## src/rtl/fx_pkg.sv

```systemverilog
// Shared constants and state type for the MAC feeder.
package fx_pkg;

    localparam int WIDTH_DEF     = 8;
    localparam int K_DEF         = 9;
    localparam int GAP_DEF       = 6;
    localparam int MAC_FLUSH_MIN = 5;

    typedef enum logic [1:0] {
        ST_FILL  = 2'd0,
        ST_BURST = 2'd1,
        ST_GAP   = 2'd2
    } state_t;

endpackage

```

## src/rtl/fx_feeder_bank.sv

```systemverilog
// K x WIDTH register bank: synchronous clear, one write port, async read.
module fx_feeder_bank #(
    parameter int WIDTH = 8,
    parameter int K     = 9,
    parameter int WK    = $clog2(K)
) (
    input  logic             clk,
    input  logic             rst,
    input  logic             we,
    input  logic [WK-1:0]    waddr,
    input  logic [WIDTH-1:0] wdata,
    input  logic [WK-1:0]    raddr,
    output logic [WIDTH-1:0] rdata
);

    logic [WIDTH-1:0] mem [K];

    always_ff @(posedge clk) begin
        if (rst) begin
            for (int i = 0; i < K; i++) mem[i] <= '0;
        end else if (we && int'(waddr) < K) begin
            mem[waddr] <= wdata;
        end
    end

    assign rdata = (int'(raddr) < K) ? mem[raddr] : '0;

endmodule

```

## src/rtl/fx_mac_feeder.sv

```systemverilog
// Feeds K (weight, data) pairs per burst to the MAC, then idles GAP cycles.
// Optional FX_FEEDER_PINGPONG_EN: double data bank, filling during BURST/GAP.
module fx_mac_feeder
    import fx_pkg::*;
#(
    parameter int WIDTH = WIDTH_DEF,
    parameter int K     = K_DEF,
    parameter int WK    = $clog2(K),
    parameter int GAP   = GAP_DEF
) (
    input  logic             clk,
    input  logic             rst,
    input  logic             w_we,
    input  logic [WK-1:0]    w_addr,
    input  logic [WIDTH-1:0] w_data,
    output logic             w_rdy,
    input  logic             d_vld,
    input  logic [WIDTH-1:0] d_data,
    output logic             d_rdy,
    output logic [WIDTH-1:0] win_o,
    output logic [WIDTH-1:0] din_o,
    output logic             vld_o,
    output logic             burst_done
);

    localparam int GW = $clog2(GAP);

    if (GAP < MAC_FLUSH_MIN) begin : g_gap_chk
        $error("fx_mac_feeder: GAP below MAC flush time");
    end

    state_t          state, state_nx;
    logic [WK-1:0]   fill_cnt, rd_cnt, rd_idx;
    logic [GW-1:0]   gap_cnt;
    logic            full, hs, hs_last, gap_end, start;
    logic [WIDTH-1:0] wt_rd, dt_rd;

    assign hs      = d_vld & d_rdy;
    assign hs_last = hs && fill_cnt == WK'(K - 1);
    assign gap_end = state == ST_GAP && gap_cnt == GW'(GAP - 1);
    assign start   = (state == ST_FILL && hs_last)
                   || (gap_end && (full || hs_last));
    assign rd_idx  = (state == ST_BURST) ? rd_cnt + 1'b1 : '0;

    always_ff @(posedge clk) begin
        if (rst) state <= ST_FILL;
        else     state <= state_nx;
    end

    always_comb begin
        state_nx = state;
        unique case (state)
            ST_FILL:  if (start) state_nx = ST_BURST;
            ST_BURST: if (rd_cnt == WK'(K - 1)) state_nx = ST_GAP;
            ST_GAP:   if (gap_end) state_nx = start ? ST_BURST : ST_FILL;
            default:  state_nx = ST_FILL;
        endcase
    end

    always_comb begin
        w_rdy = (state == ST_FILL);
`ifdef FX_FEEDER_PINGPONG_EN
        d_rdy = !full;
`else
        d_rdy = (state == ST_FILL);
`endif
    end

    always_ff @(posedge clk) begin
        if (rst) begin
            fill_cnt <= '0;
            rd_cnt   <= '0;
            gap_cnt  <= '0;
            full     <= 1'b0;
        end else begin
            if (hs) fill_cnt <= hs_last ? '0 : fill_cnt + 1'b1;
            if (start)        full <= 1'b0;
            else if (hs_last) full <= 1'b1;
            rd_cnt  <= (state == ST_BURST && rd_cnt != WK'(K - 1))
                     ? rd_cnt + 1'b1 : '0;
            gap_cnt <= (state == ST_GAP && !gap_end)
                     ? gap_cnt + 1'b1 : '0;
        end
    end

    // pair 0 is loaded on the start edge; a same-edge write to weight 0 bypasses
    always_ff @(posedge clk) begin
        if (rst) begin
            vld_o      <= 1'b0;
            burst_done <= 1'b0;
            win_o      <= '0;
            din_o      <= '0;
        end else begin
            burst_done <= 1'b0;
            if (start) begin
                vld_o      <= 1'b1;
                win_o      <= (w_we && w_rdy && w_addr == '0) ? w_data : wt_rd;
                din_o      <= dt_rd;
                burst_done <= (K == 1);
            end else if (state == ST_BURST && rd_cnt != WK'(K - 1)) begin
                vld_o      <= 1'b1;
                win_o      <= wt_rd;
                din_o      <= dt_rd;
                burst_done <= (rd_cnt == WK'(K - 2));
            end else begin
                vld_o      <= 1'b0;
            end
        end
    end

    fx_feeder_bank #(.WIDTH(WIDTH), .K(K), .WK(WK)) u_wts (
        .clk(clk), .rst(rst), .we(w_we & w_rdy), .waddr(w_addr),
        .wdata(w_data), .raddr(rd_idx), .rdata(wt_rd)
    );

`ifdef FX_FEEDER_PINGPONG_EN
    logic             fill_sel, rd_sel, rd_bank;
    logic [WIDTH-1:0] d0_rd, d1_rd;

    always_ff @(posedge clk) begin
        if (rst) begin
            fill_sel <= 1'b0;
            rd_sel   <= 1'b0;
        end else if (start) begin
            rd_sel   <= fill_sel;
            fill_sel <= ~fill_sel;
        end
    end

    assign rd_bank = (state == ST_BURST) ? rd_sel : fill_sel;
    assign dt_rd   = rd_bank ? d1_rd : d0_rd;

    fx_feeder_bank #(.WIDTH(WIDTH), .K(K), .WK(WK)) u_data0 (
        .clk(clk), .rst(rst), .we(hs & ~fill_sel), .waddr(fill_cnt),
        .wdata(d_data), .raddr(rd_idx), .rdata(d0_rd)
    );
    fx_feeder_bank #(.WIDTH(WIDTH), .K(K), .WK(WK)) u_data1 (
        .clk(clk), .rst(rst), .we(hs & fill_sel), .waddr(fill_cnt),
        .wdata(d_data), .raddr(rd_idx), .rdata(d1_rd)
    );
`else
    fx_feeder_bank #(.WIDTH(WIDTH), .K(K), .WK(WK)) u_data (
        .clk(clk), .rst(rst), .we(hs), .waddr(fill_cnt),
        .wdata(d_data), .raddr(rd_idx), .rdata(dt_rd)
    );
`endif

endmodule

```

## config.mk

```make
export PLATFORM = sky130hd
export DESIGN_NAME = fx_mac_feeder
export DESIGN_NICKNAME = d
export VERILOG_FILES = /design/src/rtl/fx_pkg.sv /design/src/rtl/fx_feeder_bank.sv /design/src/rtl/fx_mac_feeder.sv
export SDC_FILE = /design/constraint.sdc
export NUM_CORES = 1
export LEC_CHECK = 0
export ABC_AREA = 1
export BUFFER_PORTS_ARGS = -buffer_cell sky130_fd_sc_hd__buf_2
export CAP_MARGIN = 25
export CORE_AREA = 5 5 131 121
export CTS_CLUSTER_SIZE = 14
export DETAILED_ROUTE_END_ITERATION = 16
export DIE_AREA = 0 0 136 126
export PLACE_DENSITY = 0.76
export SYNTH_ARGS = -nofsm -noshare
export SYNTH_HDL_FRONTEND = slang
export SYNTH_SLANG_ARGS = --single-unit
export TNS_END_PERCENT = 100
```

## constraint.sdc

```tcl
create_clock -name clk -period 2.4 [get_ports clk]
set_input_delay 0.24 -clock clk [delete_from_list [all_inputs] [get_ports clk]]
set_output_delay 0.24 -clock clk [all_outputs]
set_load 0.02 [all_outputs]
```

==> impl_metrics.env <==
export IMPL_power_total_uw=6414
export IMPL_finalWirelength_mm=20.67
export IMPL_grt_first_pass_wirelength_mm=32.98
export IMPL_crit_path_end_kind="register"
export IMPL_placementRows=42
export IMPL_timing_max_slew_rel_slack_pct=62.93
export IMPL_clk_path_buf_depth=2
export IMPL_routed_via_count=6448
export IMPL_synthFlopType="edfxtp_1"
export IMPL_slowest_stage="nand2_1"
export IMPL_crit_family="simple AND/OR/NAND/NOR gates"
export IMPL_ys_ff_latch=177
export IMPL_ctsRootBufferMaster="clkbuf_16"
export IMPL_nNetsFinal=951
export IMPL_min_to="u_data.mem[10][6]"
export IMPL_post_drt_via_cell_ratio=5.706
export IMPL_power_leakage_uw=0.003940
export IMPL_hp_start="d_data[6]"
export IMPL_power_density_nw_per_um2=697.3
export IMPL_cts_hold_buffers_added=0
export IMPL_count_of_routing_violations_after_the_opening_detailed_route_iteration=892
export IMPL_ff_to_ff_end="u_wts.mem[2][7]"
export IMPL_firstDrtPassIters=5
export IMPL_clk_latency_ns=0.43
export IMPL_worst_case_hold_slack_ns=0.05928
export IMPL_most_common_cell_after_layout_fill_and_taps_aside="nor2_1"
export IMPL_worstRegToRegCells=5
export IMPL_timing_critical_path_fanout_max=9
export IMPL_critPathKind="register to register"
export IMPL_dpl_cell_area_um2=8633
export IMPL_cp_buffers_inverters=0
export IMPL_post_synth_inst_count=876
export IMPL_crit_top_cell="nand2_1"
export IMPL_cts_buffers=17
export IMPL_fp_dieArea_um2=17140
export IMPL_final_period_minus_worst_setup_slack_ns=2.178
export IMPL_first_global_vias=5904
export IMPL_grt_util_all_layers_pct=25.26
export IMPL_detailedPlacementHpwl_mm=14.23
export IMPL_port_buffer_count=43
export IMPL_slew_violations=0
export IMPL_hold_viol_final=0
export IMPL_synth_seq_area_share_pct=60.70
export IMPL_post_route_cells_drive_above_1_share_pct=13.41
export IMPL_critPathMaxStageDelay_ns=0.39
export IMPL_grt_start_max_net_pins=28
export IMPL_ys_async_sr_fraction_pct=0
export IMPL_setup_viols_final=0
export IMPL_die_height_um=126
export IMPL_antenna_found_initial=0
export IMPL_worst_hold_stages=1
export IMPL_drc=0
export IMPL_run_status="finished, final reports clean"
export IMPL_worstReg2RegStart="state[1]"
export IMPL_timing_reg2reg_setup_slack_ns=0.22
export IMPL_core_ar_um2=14350
export IMPL_num_clock_sinks=177
export IMPL_ys_types=37
export IMPL_grt_overflow_total=0
export IMPL_worstSetupStartpointType="register"
export IMPL_timing_startpoint_of_the_critical_path="state[1]"
export IMPL_critPathRequiredTime_ns=2.50
export IMPL_grt_setup_unrepaired="no"
export IMPL_cts_clk_slew_worst_paths_ns=0.07
export IMPL_cts_max_level=4
export IMPL_syn_to_final_growth_pct=11.77
export IMPL_fmax_ghz=0.4592
export IMPL_layout_common_cells="189 x nor2_1, 176 x nand2_1, 145 x edfxtp_1, 109 x nand3_1, 52 x inv_1"
export IMPL_mappedNetlistArea_um2=8229
export IMPL_crit_arrival_ns=2.27
export IMPL_synth_edff_count=145
export IMPL_yosysWarnings=0
export IMPL_post_drt_wl_per_cell_um=18.29
export IMPL_tightest_slew_ns=0.5547
export IMPL_final_design_area_no_fill_um2=9198
export IMPL_synth_fp_nets=908
export IMPL_type_of_the_tightest_min_delay_check="input pin to register"
export IMPL_final_period_utilization_pct=90.73
export IMPL_tritoncts_clock_tree="built"
export IMPL_start_util_pct=57.36
export IMPL_gp_congestion=0.9269
export IMPL_drv_max_cap_violation_count=0
export IMPL_path_cells="nor2_4 -> nand2_1 -> a211oi_4 -> nand4_2 -> nand2_1"
export IMPL_power_ir_vdd_worst_uv=532.2
export IMPL_floorplan_io_pins=44
export IMPL_final_setup_tns_ns=0
export IMPL_syn_avg_cell_area_um2=9.394
export IMPL_clock_skew_ns=0.005720
export IMPL_diodes=0
export IMPL_fp_dieW_um=136
export IMPL_drt_antenna_violating_nets=0
## cell usage after synthesis, types with 2 or more instances
library cell,instances,area (µm²)
a21oi_1,11,55.05
a22o_1,7,61.31
buf_2,21,105.1
buf_4,5,37.54
clkbuf_1,8,30.03
clkinv_1,17,63.81
dfxtp_1,32,640.6
edfxtp_1,145,4354
ha_1,8,100.1
inv_1,52,195.2
inv_2,3,11.26
nand2_1,176,660.6
nand2_2,3,18.77
nand3_1,110,550.5
nand3_2,9,90.09
nand4_1,12,75.07
nand4_2,4,50.05
nor2_1,190,713.2
nor2_2,2,12.51
nor2_4,4,45.04
nor3_1,7,35.03
o21a_1,7,52.55
o21ai_0,29,145.1
## sequential cells by signal, indices dropped and copies added (netlist names)
| name | cells |
|---|---|
| u_wts.mem | 72 |
| win_o | 8 |
| vld_o | 1 |
| fill_cnt | 4 |
| rd_cnt | 4 |
| gap_cnt | 3 |
| state | 2 |
| din_o | 8 |
| u_data.mem | 73 |
| full | 1 |
| burst_done | 1 |
## power breakdown
group / total (µW) / leakage [µW] / switching, µW / internal [µW]
clock network: 2620 / 0.000287 / 1160 / 1460
registers: 3460 / 0.00176 / 36.3 / 3430
logic: 336 / 0.00190 / 248 / 88.6
## timing repair
action | in CTS | in global routing
endpoints found under the setup margin | 0 | 1
resized for setup | 0 | 1
hold endpoints to repair | 0 | 0
setup buffers | 0 | 0
## layout make-up
cell class	count	area [µm²]
fill	1170	5149
sequential	177	4995
multi-input combinational	590	2770
clock buffer	21	485.5
timing repair buffer	61	350.3
inverter	72	274.0
tap	198	247.7
clock inverter	11	75.07
## cell families after synthesis
logic type,Yosys count,share of synthesized area (%)
and+or+nand+nor,522,27.81
DFF,177,60.70
buffers and inverters,109,5.732
AOI/OAI and AO/OA,58,4.333
adders and majority gates,8,1.216
xor gates and xnor gates,2,0.2129
## worst max-delay path by stage
stage | slack [ns] | cells after the start | endpoint
4_1_cts | 0.25 | 9 | win_o[1]
6_report | 0.22 | 5 | u_wts.mem[2][7]
3_3_place_gp | 0.25 | 9 | win_o[1]
5_1_grt | 0.05 | 9 | win_o[1]
2_1_floorplan | 0.40 | 11 | win_o[0]
3_5_place_dp | 0.26 | 5 | u_wts.mem[2][7]
## per-layer routing
metal | wire, µm | vias up | global-route usage (%)
li1 | - | 3015 | -
met1 | 9157 | 3022 | 39.74
met2 | 8956 | 377 | 35.33
met3 | 2156 | 34 | 5.781
met4 | 401 | 0 | 6.758
met5 | 0 | - | 0
## through the flow
stage / std cells / util [%] / setup slack, ns
finish: 1130 / 64.11 / 0.2224
global route: 1130 / 64.11 / 0.04942
CTS: 1130 / 64.09 / 0.2537
detailed placement: 1098 / 60.18 / 0.2644
global placement: 1098 / 60.18 / 0.2540
floorplan: 876 / - / 0.3954
Power figures use the tool's default switching activity.
